--- config.mk ---
export PLATFORM = sky130hd
export DESIGN_NAME = tlb_arbiter
export DESIGN_NICKNAME = d
export VERILOG_FILES = /design/src/rtl/tlb_arbiter_pkg.sv /design/src/rtl/tlb_arbiter.sv
export SDC_FILE = /design/constraint.sdc
export NUM_CORES = 1
export LEC_CHECK = 0
export ABC_CLOCK_PERIOD_IN_PS = 4160
export CAP_MARGIN = 10
export CORE_ASPECT_RATIO = 0.6
export CORE_MARGIN = 2
export CORE_UTILIZATION = 41
export DETAILED_ROUTE_END_ITERATION = 8
export MAX_ROUTING_LAYER = met4
export PLACE_DENSITY = 0.86
export SETUP_SLACK_MARGIN = 0.02
export SYNTH_ARGS = -nofsm -noshare
export SYNTH_HDL_FRONTEND = slang
export SYNTH_SLANG_ARGS = --single-unit
--- constraint.sdc ---
create_clock -name clk -period 4.16 [get_ports clk]
set_input_delay 1.248 -clock clk [delete_from_list [all_inputs] [get_ports clk]]
set_output_delay 1.248 -clock clk [all_outputs]
set_load 0.01 [all_outputs]
--- src/rtl/tlb_arbiter_pkg.sv ---
// Shared types and defaults for the two-requester TLB arbiter.
// Holds the FSM state encoding, requester ids and the round-robin select.
package tlb_arbiter_pkg;

  typedef enum logic [1:0] {
    IDLE   = 2'd0,
    LOOKUP = 2'd1,
    RESP   = 2'd2
  } state_e;

  typedef enum logic {
    REQ_IF  = 1'b0,
    REQ_MEM = 1'b1
  } req_id_e;

  localparam int DEFAULT_WIDTH     = 8;
  localparam int DEFAULT_TLB_DELAY = 3;
  localparam int DEFAULT_MAX_WAIT  = DEFAULT_TLB_DELAY + 4;

  // A lone requester wins outright; on a tie the one not served last wins.
  function automatic req_id_e rr_pick(input logic if_req, input logic mem_req,
                                      input req_id_e rr_last);
    req_id_e pick;
    if (if_req && mem_req) begin
      pick = (rr_last == REQ_IF) ? REQ_MEM : REQ_IF;
    end else if (mem_req) begin
      pick = REQ_MEM;
    end else begin
      pick = REQ_IF;
    end
    return pick;
  endfunction

endpackage

--- src/rtl/tlb_arbiter.sv ---
// Arbitrates the shared TLB between instruction fetch and the memory stage,
// holding the lookup stable until a hit or a bounded timeout, then acking the owner.
module tlb_arbiter
  import tlb_arbiter_pkg::*;
#(
  parameter int WIDTH     = DEFAULT_WIDTH,
  parameter int TLB_DELAY = DEFAULT_TLB_DELAY,
  parameter int MAX_WAIT  = TLB_DELAY + 4,
  parameter int CNT_WIDTH = $clog2(MAX_WAIT + 1)
) (
  input  logic             clk,
  input  logic             reset,
  input  logic             if_req,
  input  logic [WIDTH-1:0] if_vpage,
  output logic             if_ack,
  output logic [WIDTH-1:0] if_ppage,
  output logic             if_exc,
  input  logic             mem_req,
  input  logic [WIDTH-1:0] mem_vpage,
  output logic             mem_ack,
  output logic [WIDTH-1:0] mem_ppage,
  output logic             mem_exc,
  output logic [WIDTH-1:0] tlb_vpage,
  output logic             tlb_valid,
  input  logic [WIDTH-1:0] tlb_ppage,
  input  logic             tlb_hit,
  input  logic             tlb_exception
);

  localparam logic [CNT_WIDTH-1:0] MAX_CNT = CNT_WIDTH'(MAX_WAIT);

  state_e               state_q, state_d;
  req_id_e              owner_q, owner_d;
  req_id_e              rr_last_q, rr_last_d;
  logic [WIDTH-1:0]     vpage_q, vpage_d;
  logic [WIDTH-1:0]     ppage_q, ppage_d;
  logic                 exc_q, exc_d;
  logic [CNT_WIDTH-1:0] cnt_q, cnt_d;
  logic                 if_ack_q, if_ack_d;
  logic                 mem_ack_q, mem_ack_d;
  logic                 tlb_valid_q, tlb_valid_d;

  req_id_e              grant;
  logic                 owner_req;
  logic [CNT_WIDTH-1:0] cnt_next;

  always_comb begin
    state_d     = state_q;
    owner_d     = owner_q;
    rr_last_d   = rr_last_q;
    vpage_d     = vpage_q;
    ppage_d     = ppage_q;
    exc_d       = exc_q;
    cnt_d       = cnt_q;
    if_ack_d    = 1'b0;
    mem_ack_d   = 1'b0;
    tlb_valid_d = tlb_valid_q;
    grant       = rr_pick(if_req, mem_req, rr_last_q);
    owner_req   = (owner_q == REQ_MEM) ? mem_req : if_req;
    cnt_next    = (cnt_q == MAX_CNT) ? cnt_q : cnt_q + 1'b1;

    case (state_q)
      IDLE: begin
        if (if_req || mem_req) begin
          owner_d     = grant;
          vpage_d     = (grant == REQ_MEM) ? mem_vpage : if_vpage;
          cnt_d       = '0;
          tlb_valid_d = 1'b1;
          state_d     = LOOKUP;
        end
      end
      LOOKUP: begin
        // An abandoned request drops tlb_valid so the TLB restarts its fill delay.
        if (!owner_req) begin
          tlb_valid_d = 1'b0;
          state_d     = IDLE;
        end else if (tlb_hit) begin
          ppage_d     = tlb_ppage;
          exc_d       = tlb_exception;
          tlb_valid_d = 1'b0;
          if_ack_d    = (owner_q == REQ_IF);
          mem_ack_d   = (owner_q == REQ_MEM);
          state_d     = RESP;
        end else begin
          cnt_d = cnt_next;
          if (cnt_next == MAX_CNT) begin
            ppage_d     = '0;
            exc_d       = 1'b1;
            tlb_valid_d = 1'b0;
            if_ack_d    = (owner_q == REQ_IF);
            mem_ack_d   = (owner_q == REQ_MEM);
            state_d     = RESP;
          end
        end
      end
      RESP: begin
        rr_last_d = owner_q;
        state_d   = IDLE;
      end
      default: begin
        tlb_valid_d = 1'b0;
        state_d     = IDLE;
      end
    endcase
  end

  always_ff @(posedge clk) begin
    if (reset) begin
      state_q     <= IDLE;
      owner_q     <= REQ_IF;
      rr_last_q   <= REQ_IF;
      vpage_q     <= '0;
      ppage_q     <= '0;
      exc_q       <= 1'b0;
      cnt_q       <= '0;
      if_ack_q    <= 1'b0;
      mem_ack_q   <= 1'b0;
      tlb_valid_q <= 1'b0;
    end else begin
      state_q     <= state_d;
      owner_q     <= owner_d;
      rr_last_q   <= rr_last_d;
      vpage_q     <= vpage_d;
      ppage_q     <= ppage_d;
      exc_q       <= exc_d;
      cnt_q       <= cnt_d;
      if_ack_q    <= if_ack_d;
      mem_ack_q   <= mem_ack_d;
      tlb_valid_q <= tlb_valid_d;
    end
  end

  assign if_ack    = if_ack_q;
  assign mem_ack   = mem_ack_q;
  assign if_ppage  = ppage_q;
  assign mem_ppage = ppage_q;
  assign if_exc    = exc_q;
  assign mem_exc   = exc_q;
  assign tlb_vpage = vpage_q;
  assign tlb_valid = tlb_valid_q;

endmodule

==> flow_summary.yaml <==
sta:
  worstMarginPinSlew_ns: 0.8447
  setup_slack_ns: 1.331
  max_clock_freq_ghz: 0.3534
  setup_viol: 0
  slew_viol_final: 0
  skew_ns: 0.003591
  hold_violations: 0
  period_needed_ns: 2.829
  fin_crit_sh: 0.6802
  rsz0062_at_grt: "no"
  finalSetupTns_ns: 0
  slew-limit-headroom: 0.4351
placement:
  dp_hpwl_um: 2257
  gp_congestion: 0.7218
  port_buffers: 58
  place_ws_ns: 1.117
logic_synthesis:
  synthXorXnorAreaFrac: 0.007634
  synthMuxAreaShare: 0.08833
  ys_types: 28
  yosys.area_share.adder: 0.01091
  synthSimpleGateAreaFrac: 0.1123
  yosysSeqAreaShare: 0.4711
  ys.flop_type: "dfxtp_1"
  syn_nets: 144
  syn_area_per_cell_um2: 10.15
  yosysWarningCount: 0
  synth.ff_latch_count: 27
  yosysTopAreaCellShare: 0.4711
  postSynthCellCount: 113
  synth_top_family_by_area: "compound AO/OA/AOI/OAI gates"
  synth_top_cell_by_area: "dfxtp_1"
  async_reset_ff_frac: 0
  synth_compound_area_frac: 0.2236
  netlist_area_um2: 1147
  synth_area_leaders: "dfxtp_1 (47%), mux2i_1 (7.9%), a22o_1 (6.9%)"
  synth_edf_count: 0
drt:
  drc_errors: 0
  drt_pass1_iterations: 5
  wl_per_cell_um: 14.94
  routed-via-count: 1000
  drt_iter0_drc: 55
  post_drt_via_cell_ratio: 5.102
  ant_nets: 0
  finalWirelength_um: 2929
pwr:
  clkPwrFrac: 0.267
  powerDensity_nw_per_um2: 316.1
  power_uw: 552.9
  p_seq_frac: 0.515
  switching_share: 0.2549
  pwr-share-comb: 0.218
  power_leakage_nw: 0.6609
  internal_power_uw: 412.0
  ir_drop_uv: 188.2
  p_sw_uw: 140.9
layout:
  fill_cells: 193
  area_growth_pct: 52.45
  drive_above_1_share: 0.07317
  fin_nets: 196
  n_antenna_cell: 0
  multi_input_area_um2: 508.0
  regArea_um2: 540.5
grt:
  grt_max_degree: 22
  track_usage: 0.1918
  antenna_found_initial: 0
  grt_pass1_vias: 956
  grt_pass1_wl_um: 4616
  grt_overflow_total: 0
floorplan:
  die_x_um: 72.30
  core_area_um2: 2575
  dieArea_um2: 3251
  fp.dieH_um: 44.98
  num_rows: 14
  initial_core_util: 0.4456
  ios: 59
worst_setup_path:
  worstPathMaxFanout: 21
  worstSetupStartpointType: "input pin"
  slowest_delay_ns: 0.83
  crit_chain: "clkdlybuf4s50_1, a21oi_1, a22o_1"
  required_ns: 4.38
  worstRegToRegCells: 5
  slowest_stage: "clkdlybuf4s50_1"
  crit_family: "compound AO/OA/AOI/OAI gates"
  path_buf_inv: 1
  end_kind: "flip-flop"
  path_class: "input pin to flip-flop"
  cp.arrival_ns: 3.05
  cp.depth: 3
clock_tree:
  clockBufferDepth: 2
  cts_max_level: 1
  cts_resized: 0
  cts_hold_buf: 0
  clk_pin_slew_ns: 0.09
  clk_root_buffer_cell: "clkbuf_8"
  cts_made_buffers: 3
  cts_tree: "built"
  clkSinkCount: 27
  cts_setup_buffers: 0
  clkLatencyLatePin_ns: 0.27
hold_path:
  hold_path_depth: 2
  hp-class: "flip-flop to flip-flop"
status:
  status: "finished clean"
flow_run:
  drv_cap: 0
[power by group through the flow]
stage / Clock, mW / Sequential, mW / Combinational [mW]
after floorplan: 0 / 0.295 / 0.0475
after global placement: 0 / 0.290 / 0.116
after detailed placement: 0 / 0.291 / 0.119
after CTS: 0.150 / 0.285 / 0.120
after global routing: 0.159 / 0.287 / 0.130
final: 0.148 / 0.285 / 0.120
[synthesized netlist by cell type (all sizes together), types with 3 or more instances]
| cell type | count |
|---|---|
| dfxtp | 27 |
| nor2 | 11 |
| buf | 10 |
| a211oi | 9 |
| a22o | 9 |
| mux2i | 9 |
| a21oi | 6 |
| clkbuf | 4 |
| o21ai | 4 |
| inv | 3 |
| nor3b | 3 |
[worst min-delay path: stages (launching register included)]
cell and delay (ns):
dfxtp_1 0.32, o21ai_0 0.07, a21oi_1 0.07
[flip-flops by register name, summed over array words and instances, names as in the netlist]
signal and count:
cnt_q 3, if_ack 1, if_exc 1, if_ppage 8
mem_ack 1, owner_q 1, rr_last_q 1, state_q 2
tlb_valid 1, tlb_vpage 8
[per-layer routing]
| metal | up-vias | share of wire | track usage |
|---|---|---|---|
| li1 | 505 | - | - |
| met1 | 479 | 0.46 | 0.2462 |
| met2 | 14 | 0.51 | 0.3156 |
| met3 | 2 | 0.029 | 0.04018 |
| met4 | 0 | 0.0065 | 0.04528 |
| met5 | - | 0 | - |
[cell families after synthesis]
kind of cell,Yosys count
adder cells (fa/ha/maj),1
buffers and inverters,17
AND/OR/NAND/NOR,22
multiplexers,10
AO/OA/AOI/OAI,35
flip-flops,27
XOR/XNOR,1
[layout by cell type, fill, tap and decap left out]
cell type / count
clkdlybuf4s50_1: 58
dfxtp_1: 27
nor2_1: 11
mux2i_1: 9
a22o_1: 9
a211oi_1: 9
a21oi_1: 6
o21ai_0: 4
inv_1: 3
clkbuf_8: 3
buf_4: 3
nand2b_1: 2
a31oi_1: 2
nor3_1: 2
nand2_1: 2
o21bai_1: 1
xnor2_1: 1
a41oi_1: 1
nor3b_2: 1
or3b_4: 1
a2111oi_2: 1
a311oi_1: 1
nor3b_1: 1
mux2_2: 1
a21boi_0: 1
nor3b_4: 1
nand3b_1: 1
ha_1: 1
clkinv_2: 1
[worst paths after layout]
| kind | end | startpoint | slack, ns |
|---|---|---|---|
| worst max-delay path | if_ppage[1] | reset | 1.33 |
| worst min-delay path | rr_last_q | rr_last_q | 0.50 |
| worst max register to register | if_ppage[1] | cnt_q[0] | 2.21 |
| worst min register to register | rr_last_q | rr_last_q | 0.50 |
[metrics by stage]
step / hold slack (ns) / instance area [um^2] / instances / util
global route: 0.5223 / 1749 / 196 / 0.6793
finish: 0.5012 / 1749 / 196 / 0.6793
global placement: 0.4614 / 1703 / 192 / 0.6613
detailed placement: 0.4769 / 1703 / 192 / 0.6613
CTS: 0.5026 / 1749 / 196 / 0.6793
floorplan: 0.4512 / 1147 / 113 / -
[area by class of cell]
class	instances	area share
Clock buffer	3	0.02361
Clock inverter	1	0.002861
Inverter	3	0.006438
Multi-Input combinational cell	69	0.2904
Sequential cell	27	0.3090
Tap cell	32	0.02289
Timing Repair Buffer	61	0.3448
Power figures use the tool's default switching activity.
